[config.mk]
export PLATFORM = sky130hd
export DESIGN_NAME = cam_capture_sequencer
export DESIGN_NICKNAME = d
export VERILOG_FILES = /design/src/rtl/cam_capture_pkg.sv /design/src/rtl/cam_byte_pairer.sv /design/src/rtl/cam_capture_sequencer.sv
export SDC_FILE = /design/constraint.sdc
export NUM_CORES = 1
export LEC_CHECK = 0
export BUFFER_PORTS_ARGS = -buffer_cell sky130_fd_sc_hd__buf_2
export CORE_MARGIN = 4
export CORE_UTILIZATION = 25
export DETAILED_ROUTE_END_ITERATION = 8
export HOLD_SLACK_MARGIN = 0.02
export PLACE_DENSITY = 0.43
export SLEW_MARGIN = 20
export SYNTH_ARGS = -nofsm -noshare
export SYNTH_HDL_FRONTEND = slang
export SYNTH_SLANG_ARGS = --single-unit
[constraint.sdc]
create_clock -name PixelClk -period 3.75 [get_ports PixelClk]
set_clock_uncertainty 0.05 [all_clocks]
set_input_delay 0.1875 -clock PixelClk [delete_from_list [all_inputs] [get_ports PixelClk]]
set_output_delay 0.1875 -clock PixelClk [all_outputs]
set_load 0.02 [all_outputs]
[src/rtl/cam_capture_pkg.sv]
// Shared types and constants for the OV7670 capture path into the camera ingress FIFO.
package cam_capture_pkg;

    typedef enum logic [2:0] {
        WAIT_CALIB,
        WAIT_VBLANK,
        WAIT_SOF,
        CAPTURE,
        DROP
    } cap_state_e;

    localparam int FIFO_W = 17;
    localparam logic [FIFO_W-1:0] SOF_MARKER = 17'h10000;

    // Counter widths: x saturates at 2047, y at 1023.
    localparam int X_W = 11;
    localparam int Y_W = 10;

    // Eight vertical colour bars, left to right, in RGB565.
    localparam logic [15:0] BAR_RGB565 [0:7] = '{
        16'hFFFF,   // white
        16'hFFE0,   // yellow
        16'h07FF,   // cyan
        16'h07E0,   // green
        16'hF81F,   // magenta
        16'hF800,   // red
        16'h001F,   // blue
        16'h0000    // black
    };

endpackage

[src/rtl/cam_byte_pairer.sv]
// Pairs sensor bytes into RGB565 pixels and tracks the pixel column within a line.
// pixel_strobe_o/pixel_o are combinational on the second byte, so the caller can
// register the FIFO word at the same edge and keep write latency to one cycle.
module cam_byte_pairer
    import cam_capture_pkg::*;
(
    input  logic           PixelClk,
    input  logic           nRST,
    input  logic           clr_i,
    input  logic           en_i,
    input  logic           href_i,
    input  logic [7:0]     p_data_i,
    output logic           pixel_strobe_o,
    output logic [15:0]    pixel_o,
    output logic [X_W-1:0] x_o,
    output logic           half_o,
    output logic           line_end_o
);

    logic           href_q;
    logic           half_q;
    logic [7:0]     hi_q;
    logic [X_W-1:0] x_q;

    assign line_end_o     = en_i & href_q & ~href_i;
    assign pixel_strobe_o = en_i & href_i & half_q;
    assign pixel_o        = {hi_q, p_data_i};
    assign x_o            = x_q;
    assign half_o         = half_q;

    // Byte phase, high-byte holding register and saturating column counter.
    always_ff @(posedge PixelClk or negedge nRST) begin
        if (!nRST) begin
            href_q <= 1'b0;
            half_q <= 1'b0;
            hi_q   <= 8'h00;
            x_q    <= '0;
        end else begin
            href_q <= href_i;
            if (clr_i) begin
                half_q <= 1'b0;
                x_q    <= '0;
            end else if (en_i) begin
                if (line_end_o) begin
                    half_q <= 1'b0;
                    x_q    <= '0;
                end else if (href_i) begin
                    half_q <= ~half_q;
                    if (!half_q) begin
                        hi_q <= p_data_i;
                    end else if (x_q != '1) begin
                        x_q <= x_q + 1'b1;
                    end
                end
            end
        end
    end

endmodule

[src/rtl/cam_capture_sequencer.sv]
// OV7670 capture sequencer: waits for PSRAM calibration, aligns to a clean frame
// start, crops the sensor frame to the LCD window and writes a marker plus RGB565
// pixels into the ingress FIFO. Frames that hit FIFO full are dropped whole.
// Optional build macro CAP_TEST_PATTERN_EN adds a test_pattern input that replaces
// pixel data with eight vertical colour bars.
//
// state       | meaning
// WAIT_CALIB  | PSRAM not calibrated yet
// WAIT_VBLANK | waiting for vertical blank so capture never starts mid-frame
// WAIT_SOF    | in blank, waiting for VSYNC fall to start a frame
// CAPTURE     | writing marker and cropped pixels
// DROP        | frame abandoned on FIFO full, waiting for next blank
module cam_capture_sequencer
    import cam_capture_pkg::*;
#(
    parameter int FRAME_WIDTH  = 640,
    parameter int FRAME_HEIGHT = 480,
    parameter int CROP_X0      = 80,
    parameter int CROP_Y0      = 104,
    parameter int CROP_W       = 480,
    parameter int CROP_H       = 272
) (
    input  logic              PixelClk,
    input  logic              nRST,
    input  logic              calib_done,
    input  logic              capture_en,
    input  logic              cam_vsync,
    input  logic              href,
    input  logic [7:0]        p_data,
    input  logic              fifo_full,
`ifdef CAP_TEST_PATTERN_EN
    input  logic              test_pattern,
`endif
    output logic [FIFO_W-1:0] fifo_data,
    output logic              fifo_wr_en,
    output logic              frame_active,
    output logic              overflow_err,
    output logic              size_err,
    input  logic              clear_err
);

    localparam logic [X_W-1:0] X_LO   = X_W'(CROP_X0);
    localparam logic [X_W-1:0] X_HI   = X_W'(CROP_X0 + CROP_W);
    localparam logic [Y_W-1:0] Y_LO   = Y_W'(CROP_Y0);
    localparam logic [Y_W-1:0] Y_HI   = Y_W'(CROP_Y0 + CROP_H);
    localparam logic [X_W-1:0] X_FULL = X_W'(FRAME_WIDTH);
    localparam logic [Y_W-1:0] Y_FULL = Y_W'(FRAME_HEIGHT);

    if ((CROP_X0 + CROP_W > FRAME_WIDTH) || (CROP_Y0 + CROP_H > FRAME_HEIGHT)) begin : g_bad_geometry
        $fatal(1, "cam_capture_sequencer: crop window exceeds sensor frame");
    end

    cap_state_e        state_q;
    logic [Y_W-1:0]    y_q;
    logic [Y_W-1:0]    y_d;
    logic [FIFO_W-1:0] fifo_data_q;
    logic              wr_en_q;
    logic              ovf_q;
    logic              size_q;

    logic              pix_strobe;
    logic [15:0]       pix_sensor;
    logic [15:0]       pix_word;
    logic [X_W-1:0]    pix_x;
    logic              half;
    logic              line_end;
    logic              in_crop;
    logic              pix_pending;
    logic              line_bad;
    logic              frame_bad;

    cam_byte_pairer u_pairer (
        .PixelClk       (PixelClk),
        .nRST           (nRST),
        .clr_i          (state_q == WAIT_SOF),
        .en_i           (state_q == CAPTURE),
        .href_i         (href),
        .p_data_i       (p_data),
        .pixel_strobe_o (pix_strobe),
        .pixel_o        (pix_sensor),
        .x_o            (pix_x),
        .half_o         (half),
        .line_end_o     (line_end)
    );

    // Crop window decode, geometry checks and pixel source selection.
    always_comb begin
        in_crop     = (pix_x >= X_LO) && (pix_x < X_HI) && (y_q >= Y_LO) && (y_q < Y_HI);
        pix_pending = pix_strobe && in_crop;
        y_d         = y_q;
        if (line_end && (y_q != '1)) begin
            y_d = y_q + 1'b1;
        end
        line_bad  = line_end && ((pix_x != X_FULL) || half);
        // y_d so a line ending on the same edge as VSYNC rise still counts.
        frame_bad = cam_vsync && (y_d != Y_FULL);
        pix_word  = pix_sensor;
`ifdef CAP_TEST_PATTERN_EN
        if (test_pattern) begin
            pix_word = BAR_RGB565[3'(((int'(pix_x - X_LO)) * 8) / CROP_W)];
        end
`endif
    end

    // Frame sequencing FSM with registered FIFO outputs and sticky error flags.
    always_ff @(posedge PixelClk or negedge nRST) begin
        if (!nRST) begin
            state_q     <= WAIT_CALIB;
            y_q         <= '0;
            fifo_data_q <= '0;
            wr_en_q     <= 1'b0;
            ovf_q       <= 1'b0;
            size_q      <= 1'b0;
        end else begin
            wr_en_q <= 1'b0;
            // Later assignments in the case below override the clear, so a
            // coincident new error stays set.
            if (clear_err) begin
                ovf_q  <= 1'b0;
                size_q <= 1'b0;
            end
            case (state_q)
                WAIT_CALIB: begin
                    if (calib_done) state_q <= WAIT_VBLANK;
                end
                WAIT_VBLANK: begin
                    if (cam_vsync) state_q <= WAIT_SOF;
                end
                WAIT_SOF: begin
                    y_q <= '0;
                    if (!cam_vsync) begin
                        if (!capture_en) begin
                            state_q <= WAIT_VBLANK;
                        end else if (fifo_full) begin
                            ovf_q   <= 1'b1;
                            state_q <= DROP;
                        end else begin
                            wr_en_q     <= 1'b1;
                            fifo_data_q <= SOF_MARKER;
                            state_q     <= CAPTURE;
                        end
                    end
                end
                CAPTURE: begin
                    y_q <= y_d;
                    if (line_bad || frame_bad) size_q <= 1'b1;
                    if (pix_pending && fifo_full) begin
                        ovf_q   <= 1'b1;
                        state_q <= DROP;
                    end else begin
                        if (pix_pending) begin
                            wr_en_q     <= 1'b1;
                            fifo_data_q <= {1'b0, pix_word};
                        end
                        if (cam_vsync) state_q <= WAIT_SOF;
                    end
                end
                DROP: begin
                    if (cam_vsync) state_q <= WAIT_SOF;
                end
                default: state_q <= WAIT_CALIB;
            endcase
        end
    end

    assign fifo_data    = fifo_data_q;
    assign fifo_wr_en   = wr_en_q;
    assign frame_active = (state_q == CAPTURE);
    assign overflow_err = ovf_q;
    assign size_err     = size_q;

endmodule

==> results of run 1 <==
[path summary, 6_finish.rpt]
kind,from,to,cells past startpoint
hold reg to reg,overflow_err,overflow_err,2
setup reg to reg,state_q[0],fifo_data[5],6
hold / removal,href,u_pairer.href_q,1
setup / recovery,state_q[0],fifo_data[5],6
max in group asynchronous,nRST,u_pairer.hi_q[4],3
min in group asynchronous,nRST,size_err,2
[cell families (layout without fill, tap and decap cells)]
family,count (synthesis),count (layout),share of synthesized area
adder cells (fa/ha/maj),4,4,0.0174
XOR/XNOR,6,6,0.0182
AND/OR/NAND/NOR,96,96,0.185
buffers and inverters,33,63,0.0539
flip-flops,54,54,0.469
multiplexers,12,12,0.0456
AO/OA/AOI/OAI,83,83,0.211
[critical path, stage by stage (launching register included)]
cell and delay (ns):
dfrtp_1 0.32, buf_4 0.26, nand3b_4 0.13, a2111oi_2 0.33
o2111a_1 0.31, and3_1 0.61, a22o_1 0.23
[per-layer routing]
metal,vias up,global-route usage
met2,39,0.165
met3,8,0.0221
met5,-,0
met1,1119,0.148
li1,1128,-
met4,2,0.0313
[final cells by class]
type	count	area share
Inverter	13	0.0147
Timing Repair Buffer	42	0.0685
Sequential cell	54	0.407
Clock buffer	5	0.0377
Clock inverter	3	0.00640
Tap cell	140	0.0527
Multi-Input combinational cell	201	0.413
[per-stage QoR]
stage	hold slack (ns)	instance area [um2]
6_report	0.0338	3320
5_1_grt	0.0341	3320
4_1_cts	0.0288	3320
3_5_place_dp	0.107	3170
3_3_place_gp	0.102	3170
2_1_floorplan	-0.158	2880
[cells in the mapped netlist (4+ instances only)]
cell type	count	share of area
nand2b_1	5	0.011
clkbuf_1	8	0.010
nor4_1	5	0.011
buf_2	6	0.010
or3_1	5	0.011
mux2_2	9	0.035
o21ai_0	12	0.021
a21oi_1	18	0.031
nor3_1	6	0.010
ha_1	4	0.017
nor2_1	18	0.023
or4_1	4	0.010
a31oi_1	5	0.011
nand2_1	19	0.025
o31ai_1	5	0.013
nand3_1	8	0.014
inv_1	12	0.016
a22o_1	24	0.073
nand4_1	5	0.011
dfrtp_1	54	0.47
[state kept, by name, indices dropped and copies added (netlist names)]
signal	cells
u_pairer.x_o	11
u_pairer.hi_q	8
u_pairer.href_q	1
fifo_wr_en	1
fifo_data	17
overflow_err	1
y_q	10
u_pairer.half_o	1
size_err	1
state_q	3
[power by group through the flow]
| stage | Sequential [uW] | Combinational [uW] | Clock (uW) |
|---|---|---|---|
| 3_3_place_gp | 775 | 503 | 0 |
| 2_1_floorplan | 754 | 381 | 0 |
| 3_5_place_dp | 778 | 503 | 0 |
| 5_1_grt | 780 | 561 | 509 |
| 4_1_cts | 765 | 507 | 483 |
| 6_report | 763 | 499 | 468 |
[repair_timing]
action,in CTS,in global routing
buffers inserted,0,0
hold buffers,1,0
endpoints found under the hold margin,17,0
==> results.md, run 1 <==
* Post-DP HPWL at 4970 um
* Post-synthesis register bit count at 54
* Internal power at 1130 uW
* Wire length per cell at 15.1 um
* Crit path max fanout at 24
* Post-Syn Nets at 308
* Initial Utilization at 0.260
* CP Capture Type: register
* Ys flop type: dfrtp_1
* Post-synthesis cell type count at 55
* Pin count of the biggest net entering global routing at 38
* 1st-iter DRT viols at 166
* Share of layout cells above drive strength 1 at 0.208
* Critical path arrival at 2.49 ns
* Syn Area/Cell at 10.0 um2
* CTS tree: done
* Max_slew headroom at 0.484
* Area of the multi-input gates at 1370 um2
* Clock share of power at 0.270
* Vias in the first global route at 2,138
* Status: finished, final reports clean
* Num rows at 38
* Worst path required time at 3.92 ns
* RSZ-0062 raised after global routing: false
* Worst-skew pair later-pin latency at 0.29 ns
* Initial antenna violation count at 1
* I/O pins at 37
* Fillers at 1,183
* Max Freq at 431 MHz
* DR top layer: met5
* Hold Fails Final Rpt at 0
* Dpl cells at 449
* DP Worst Slack at 1.42 ns
* Chip width at 115 um
* Antenna Violating Nets Remaining at 0
* Cell area after synthesis at 2880 um2
* Crit path kind: register to register
* Clock tree sinks at 54
* Final Core Density at 0.300
* Asr flop ratio synth at 1.00
* Ant. Diodes at 0
* Sequential share of the synthesized area at 0.469
* PwrDens at 521 nW/um2
* Core box area at 11,100 um2
* Layout area overhead at 15.4%
* Global-route wire length before repair at 11,300 um
* Reg power frac at 0.441
* Most frequent cells in the layout: dfrtp_1, buf_2, a22o_1, nand2_1
* WL final at 6920 um
* Lkg Pwr at 0.00153 uW
* Die area at 13,300 um2
* Clk buf depth at 2
* Post-synth EDFFs at 0
* All-layer global routing usage at 0.106
* Average via count per standard cell at 5.01
* Setup WS post-layout at 1.43 ns
* Setup violations, final at 0
* Ys Warns at 0
* Cells after synthesis at 288
* Logic pwr share at 0.289
* H-tree levels at 2
* CTS Buf Count at 5
* Metal2 WL at 3160 um
* R2r setup slk at 1.43 ns
* Vias at 2,296
* Die height at 115 um
* Hold WC Path Type: input pin to register
* Most common cell after layout, fill and taps aside: dfrtp_1
* Clock Pin Slew Worst Setup and Hold Paths at 0.07 ns
* Max-capacitance violation count at 0
* WL met3 at 222 um
* Element type at the critical path start: register
* Fin crit period at 2.32 ns
* Number of remaining DRC errors at 0
* Final nets at 337
* M1 WL at 3430 um
* PostCTS Resize Cnt at 0
* Clock root buffer: clkbuf_16
* Setup_tns at 0 ns
* Fin crit share at 0.618
* Peak supply drop at 0.248 mV
* Sw Pwr at 601 uW
* DR pass1 iterations at 5
* Sw Ratio at 0.348
* Global route overflow at 0
* Worst slew pin tran at 0.771 ns
* Overall power at 1730 uW
* Layout Cells excl Fill at 458
* Routability cong. at 0.787
* Register Area at 1350 um2
* Final number of max-transition violations at 0
* PortBufs at 36
Power figures use the tool's default switching activity.
==> run 2: changes to the inputs <==
--- a/config.mk
+++ b/config.mk
@@ -10,7 +10,7 @@
 export CORE_UTILIZATION = 25
 export DETAILED_ROUTE_END_ITERATION = 8
 export HOLD_SLACK_MARGIN = 0.02
-export PLACE_DENSITY = 0.43
+export PLACE_DENSITY = 0.44
 export SLEW_MARGIN = 20
 export SYNTH_ARGS = -nofsm -noshare
 export SYNTH_HDL_FRONTEND = slang
==> constraint.sdc (replaced) <==
create_clock -name PixelClk -period 2 [get_ports PixelClk]
set_clock_uncertainty 0.05 [all_clocks]
set_input_delay 0.1 -clock PixelClk [delete_from_list [all_inputs] [get_ports PixelClk]]
set_output_delay 0.1 -clock PixelClk [all_outputs]
set_load 0.02 [all_outputs]
==> run 2 against run 1 <==
Clock-buffer cell count unchanged. Die area unchanged. Combinational power increased by 140%. Critical path depth unchanged. Sequential share of layout area decreased by 4.5 points. Design area increased by 13%. Non-clock buffer count increased by 42. Via count increased by 5.1%. Total power increased by 100%.
==> results.md, run 2 (synthesized netlist as in run 1, its figures left out) <==
* Vias at 2,413 (was 2,296)
* Internal power at 2310 uW (was 1130 uW)
* Core box area at 11,100 um2 (unchanged)
* CP Capture Type: register (unchanged)
* PwrDens at 934 nW/um2 (was 521 nW/um2)
* Global route overflow at 0 (unchanged)
* Antenna Violating Nets Remaining at 0 (unchanged)
* Routing usage on met2 at 0.183 (was 0.165)
* Max Freq at 532 MHz (was 431 MHz)
* Ant. Diodes at 0 (unchanged)
* GR met3 Demand/Resource at 0.0221 (unchanged)
* Pin count of the biggest net entering global routing at 24 (was 38)
* Sw Ratio at 0.340 (was 0.348)
* Worst path required time at 2.13 ns (was 3.92 ns)
* Element type at the critical path start: register (unchanged)
* Routability cong. at 0.749 (was 0.787)
* DR pass1 iterations at 4 (was 5)
* Clk buf depth at 2 (unchanged)
* Fin crit period at 1.88 ns (was 2.32 ns)
* Clock root buffer: clkbuf_16 (unchanged)
* Crit path max fanout at 4 (was 24)
* Hold WC Path Type: input pin to register (unchanged)
* Die height at 115 um (unchanged)
* Fin crit share at 0.941 (was 0.618)
* Overall power at 3500 uW (was 1730 uW)
* PortBufs at 36 (unchanged)
* Die area at 13,300 um2 (unchanged)
* Setup violations, final at 0 (unchanged)
* Lkg Pwr at 0.00176 uW (was 0.00153 uW)
* Post-DP HPWL at 5350 um (was 4970 um)
* Initial antenna violation count at 1 (unchanged)
* Dpl cells at 482 (was 449)
* Chip width at 115 um (unchanged)
* WHS at 0.0456 ns (was 0.0338 ns)
* Status: finished, final reports clean (unchanged)
* Clock Pin Slew Worst Setup and Hold Paths at 0.07 ns (about the same)
* H-tree levels at 2 (unchanged)
* Max-capacitance violation count at 0 (unchanged)
* 1st-iter DRT viols at 96 (was 166)
* Global-route wire length before repair at 12,200 um (was 11,300 um)
* Critical path arrival at 2.01 ns (was 2.49 ns)
* Vias in the first global route at 2,429 (was 2,138)
* I/O pins at 37 (unchanged)
* Share of layout cells above drive strength 1 at 0.292 (was 0.208)
* Most Crowded Layer GR: met2 (unchanged)
* Most common cell after layout, fill and taps aside: dfrtp_1 (unchanged)
* Logic pwr share at 0.349 (was 0.289)
* Crit path kind: register to register (unchanged)
* Largest register FFs at 17 (unchanged)
* WL final at 7310 um (was 6920 um)
* Final number of max-transition violations at 0 (unchanged)
* Sw Pwr at 1190 uW (was 601 uW)
* Wire length per cell at 14.6 um (was 15.1 um)
* Reg power frac at 0.397 (was 0.441)
* Worst slew pin tran at 0.439 ns (was 0.771 ns)
* Final Core Density at 0.338 (was 0.300)
* Layout area overhead at 29.9% (was 15.4%)
* Setup bufs post-CTS at 0 (unchanged)
* All-layer global routing usage at 0.115 (was 0.106)
* Worst-skew pair later-pin latency at 0.29 ns (about the same)
* Most frequent cells in the layout: dfrtp_1, buf_2, buf_4, a22o_1 (was dfrtp_1, buf_2, a22o_1, nand2_1)
* CTS tree: done (unchanged)
* Number of remaining DRC errors at 0 (unchanged)
* Average via count per standard cell at 4.83 (was 5.01)
* Peak supply drop at 0.610 mV (was 0.248 mV)
* Layout Cells excl Fill at 500 (was 458)
* Hold Fails Final Rpt at 0 (unchanged)
* Final nets at 379 (was 337)
* CTS Buf Count at 5 (unchanged)
* Num rows at 38 (unchanged)
* GRT met1 Usage at 0.158 (was 0.148)
* Clock share of power at 0.254 (was 0.270)
* Clock tree sinks at 54 (unchanged)
* Initial Utilization at 0.260 (unchanged)
* Max_slew headroom at 0.708 (was 0.484)
## run 2: path summary, 6_finish.rpt
check                              from            end  slack [ns]  cells past startpoint
max in group asynchronous          nRST  fifo_data[15]        1.04                      3
setup / recovery                 y_q[9]     state_q[0]        0.12                      6
setup reg to reg                 y_q[9]     state_q[0]        0.12                      6
hold reg to reg            overflow_err   overflow_err        0.43                      2
hold / removal                clear_err   overflow_err        0.05                      4
min in group asynchronous          nRST         y_q[1]        0.23                      2
## run 2: timing repair
item                                    in CTS  in global routing
endpoints found under the setup margin       0                 12
resized for setup                            0                 10
hold buffers                                10                  0
hold endpoints to repair                    33                  0
## run 2: worst max-delay path, stage by stage (launching register included)
cell and delay [ns]:
dfrtp_1 0.41, or2_2 0.31, a2111oi_2 0.21, o2111a_2 0.29, buf_4 0.12, nand2_1 0.12
a41o_1 0.26
## run 2: area by class of cell
type / instances / area, um2
Clock buffer: 5 / 125
Clock inverter: 3 / 25.0
Fill cell: 1153 / 7340
Inverter: 13 / 48.8
Multi-Input combinational cell: 201 / 1410
Sequential cell: 54 / 1350
Tap cell: 140 / 175
Timing Repair Buffer: 84 / 603
## run 2: metal layers
metal,share of wire,vias to the layer above,wire (um)
li1,-,1210,-
met1,0.49,1173,3580
met2,0.47,20,3430
met3,0.025,8,179
met4,0.014,2,104
met5,0.0018,-,13
## run 2: power by group through the flow
stage                     clock network, uW  registers, uW  logic, uW
after CTS                               930           1390       1200
after global routing                    976           1410       1360
after floorplan                           0           1410        714
final                                   887           1390       1220
after detailed placement                  0           1410       1180
after global placement                    0           1400       1180
## run 2: stage by stage
stage          cell area (um2)  setup WS [ns]  TNS (ns)
6_report                  3740          0.119         0
5_1_grt                   3740        -0.0256   -0.0474
4_1_cts                   3700         0.0465         0
3_5_place_dp              3450         0.0634         0
3_3_place_gp              3450         0.0819         0
2_1_floorplan             2880          0.122         0
==> run 3: changes to the inputs <==
==> constraint.sdc (replaced) <==
create_clock -name PixelClk -period 1.7 [get_ports PixelClk]
set_clock_uncertainty 0.05 [all_clocks]
set_input_delay 0.085 -clock PixelClk [delete_from_list [all_inputs] [get_ports PixelClk]]
set_output_delay 0.085 -clock PixelClk [all_outputs]
set_load 0.02 [all_outputs]
==> run 3 against run 2 <==
The flow now finishes with violations (negative setup slack). Combinational power up 75%. Sequential share of layout area down 6.7 points. Register-to-register slack worse by 0.33 ns. Non-clock buffer count up 48. Total power up 43%. Die area unchanged. Wire length up 17%. Cell count up 10%. Largest power group is now combinational logic. Highest routed layer is now met4.
==> results.md, run 3 (synthesized netlist as in run 1, its figures left out) <==
* I/O pins at 37 (unchanged)
* DR pass1 iterations at 4 (unchanged)
* Critical path arrival at 2.09 ns (was 2.01 ns)
* CTS tree: done (unchanged)
* Reg power frac at 0.331 (was 0.397)
* Sw Ratio at 0.347 (was 0.340)
* Status: finished with violations (was finished, final reports clean)
* Element type at the critical path start: register (unchanged)
* CTS Buf Count at 5 (unchanged)
* Wire length per cell at 15.5 um (was 14.6 um)
* Most common cell after layout, fill and taps aside: buf_4 (was dfrtp_1)
* Register Area at 1360 um2 (was 1350 um2)
* Lkg Pwr at 0.00210 uW (was 0.00176 uW)
* Pin count of the biggest net entering global routing at 55 (was 24)
* RSZ-0062 raised after global routing: true
* Fin crit period at 1.91 ns (was 1.88 ns)
* Failing checks: negative setup slack
* Crit path kind: register to register (unchanged)
* Worst setup path start: state_q[2] (was y_q[9])
* PwrDens at 1080 nW/um2 (was 934 nW/um2)
* Worst path required time at 1.88 ns (was 2.13 ns)
* Clock root buffer: clkbuf_16 (unchanged)
* Largest register FFs at 17 (unchanged)
* Layout Cells excl Fill at 552 (was 500)
* H-tree levels at 2 (unchanged)
* Routability cong. at 0.763 (was 0.749)
* Clock Pin Slew Worst Setup and Hold Paths at 0.08 ns (was 0.07 ns)
* Die height at 115 um (unchanged)
* Core box area at 11,100 um2 (unchanged)
* Worst slew pin tran at 0.383 ns (was 0.439 ns)
* Internal power at 3260 uW (was 2310 uW)
* Cells on worst reg2reg path at 7 (was 6)
* Max-capacitance violation count at 0 (unchanged)
* Setup WS post-layout at -0.213 ns (was 0.119 ns)
* Fin crit share at 1.13 (was 0.941)
* Global route overflow at 0 (unchanged)
* Sw Pwr at 1730 uW (was 1190 uW)
* Post-DP HPWL at 5480 um (was 5350 um)
* Hold WC Path Type: input pin to register (unchanged)
* Final nets at 431 (was 379)
* Share of layout cells above drive strength 1 at 0.495 (was 0.292)
* Reg2reg start: state_q[2] (was y_q[9])
* Vias at 2,698 (was 2,413)
* Clock tree sinks at 54 (unchanged)
* Most frequent cells in the layout: buf_4, dfrtp_1, buf_2, a22o_1, nand2_1 (was dfrtp_1, buf_2, buf_4, a22o_1)
* Layout area overhead at 60.5% (was 29.9%)
* Peak supply drop at 0.594 mV (was 0.610 mV)
* R2r setup slk at -0.21 ns (was 0.12 ns)
* Initial antenna violation count at 0 (was 1)
* 1st-iter DRT viols at 192 (was 96)
* Ant. Diodes at 0 (unchanged)
* Average via count per standard cell at 4.89 (was 4.83)
* Setup_tns at -5.52 ns (was 0 ns)
* Number of remaining DRC errors at 0 (unchanged)
* Dpl cells at 506 (was 482)
* Initial Utilization at 0.260 (unchanged)
* Global-route wire length before repair at 13,500 um (was 12,200 um)
* Max Freq at 523 MHz (was 532 MHz)
* Fillers at 1,110 (was 1,153)
* Clock share of power at 0.244 (was 0.254)
* Final number of max-transition violations at 0 (unchanged)
* Area of the multi-input gates at 1830 um2 (was 1410 um2)
* Die area at 13,300 um2 (unchanged)
* Logic pwr share at 0.426 (was 0.349)
* Worst setup path endpoint: u_pairer.x_o[7] (was state_q[0])
* Chip width at 115 um (unchanged)
* Crit path max fanout at 5 (was 4)
* Setup violations, final at 44 (was 0)
* PortBufs at 36 (unchanged)
* CP Capture Type: register (unchanged)
* Worst-skew pair later-pin latency at 0.29 ns (about the same)
* Hold Fails Final Rpt at 0 (unchanged)
* DP Worst Slack at -0.300 ns (was 0.0634 ns)
* Vias in the first global route at 2,677 (was 2,429)
* Worst r2r dst: u_pairer.x_o[7] (was state_q[0])
* Clk buf depth at 2 (unchanged)
* All-layer global routing usage at 0.127 (was 0.115)
* WL final at 8580 um (was 7310 um)
* Max_slew headroom at 0.744 (was 0.708)
* Antenna Violating Nets Remaining at 0 (unchanged)
* Num rows at 38 (unchanged)
run 3: area by class of cell:
type	instances	share of cell area
flip-flops and latches	54	0.294
clock buffers	5	0.0271
multi-input cells	205	0.395
repair buffers	132	0.223
inverters	13	0.0133
well taps	140	0.0379
clock inverters	3	0.0103
run 3: per-layer routing:
metal,global-route usage,vias to the layer above,part of all wire
met4,0.0336,0,0.0097
met2,0.210,30,0.48
met3,0.0221,8,0.023
met1,0.171,1335,0.48
met5,0,-,0
li1,-,1325,-
run 3: power by group through the flow:
stage	combinational (uW)	clock (uW)	sequential, uW
finish	2130	1220	1650
global route	2290	1310	1680
CTS	1730	1260	1640
detailed placement	1470	0	1650
global placement	1450	0	1640
floorplan	870	0	1670
run 3: how the worst min path moves through the flow:
stage / from / end / cells past startpoint
2_1_floorplan: nRST / fifo_data[0] / 0
3_3_place_gp: nRST / fifo_data[3] / 2
3_5_place_dp: nRST / fifo_data[0] / 2
4_1_cts: clear_err / overflow_err / 4
5_1_grt: clear_err / overflow_err / 4
6_report: clear_err / overflow_err / 4
run 3: timing repair:
item                                    4_1_cts  5_1_grt
hold endpoints to repair                     71        0
endpoints found under the setup margin       48       51
pin swaps                                    27       34
cloned                                        5        1
setup buffers                                 6       17
hold buffers                                 10        0
gates resized for setup                      38       66
run 3: through the flow:
| step | util | hold WS, ns | instance area [um2] | total power, uW |
|---|---|---|---|---|
| 5_1_grt | 0.417 | 0.0564 | 4620 | 5280 |
| 6_report | 0.417 | 0.0336 | 4620 | 5000 |
| 2_1_floorplan | - | -0.261 | 2940 | 2540 |
| 3_3_place_gp | 0.330 | 0.0630 | 3660 | 3090 |
| 4_1_cts | 0.379 | 0.0267 | 4200 | 4640 |
| 3_5_place_dp | 0.330 | 0.0666 | 3660 | 3110 |
run 3: critical path: stages, from the launching register on:
cell	delay, ns
dfrtp_1	0.40
buf_4	0.14
nand2b_4	0.16
a31oi_4	0.20
o31ai_4	0.13
buf_6	0.15
or4_4	0.51
a21oi_2	0.12
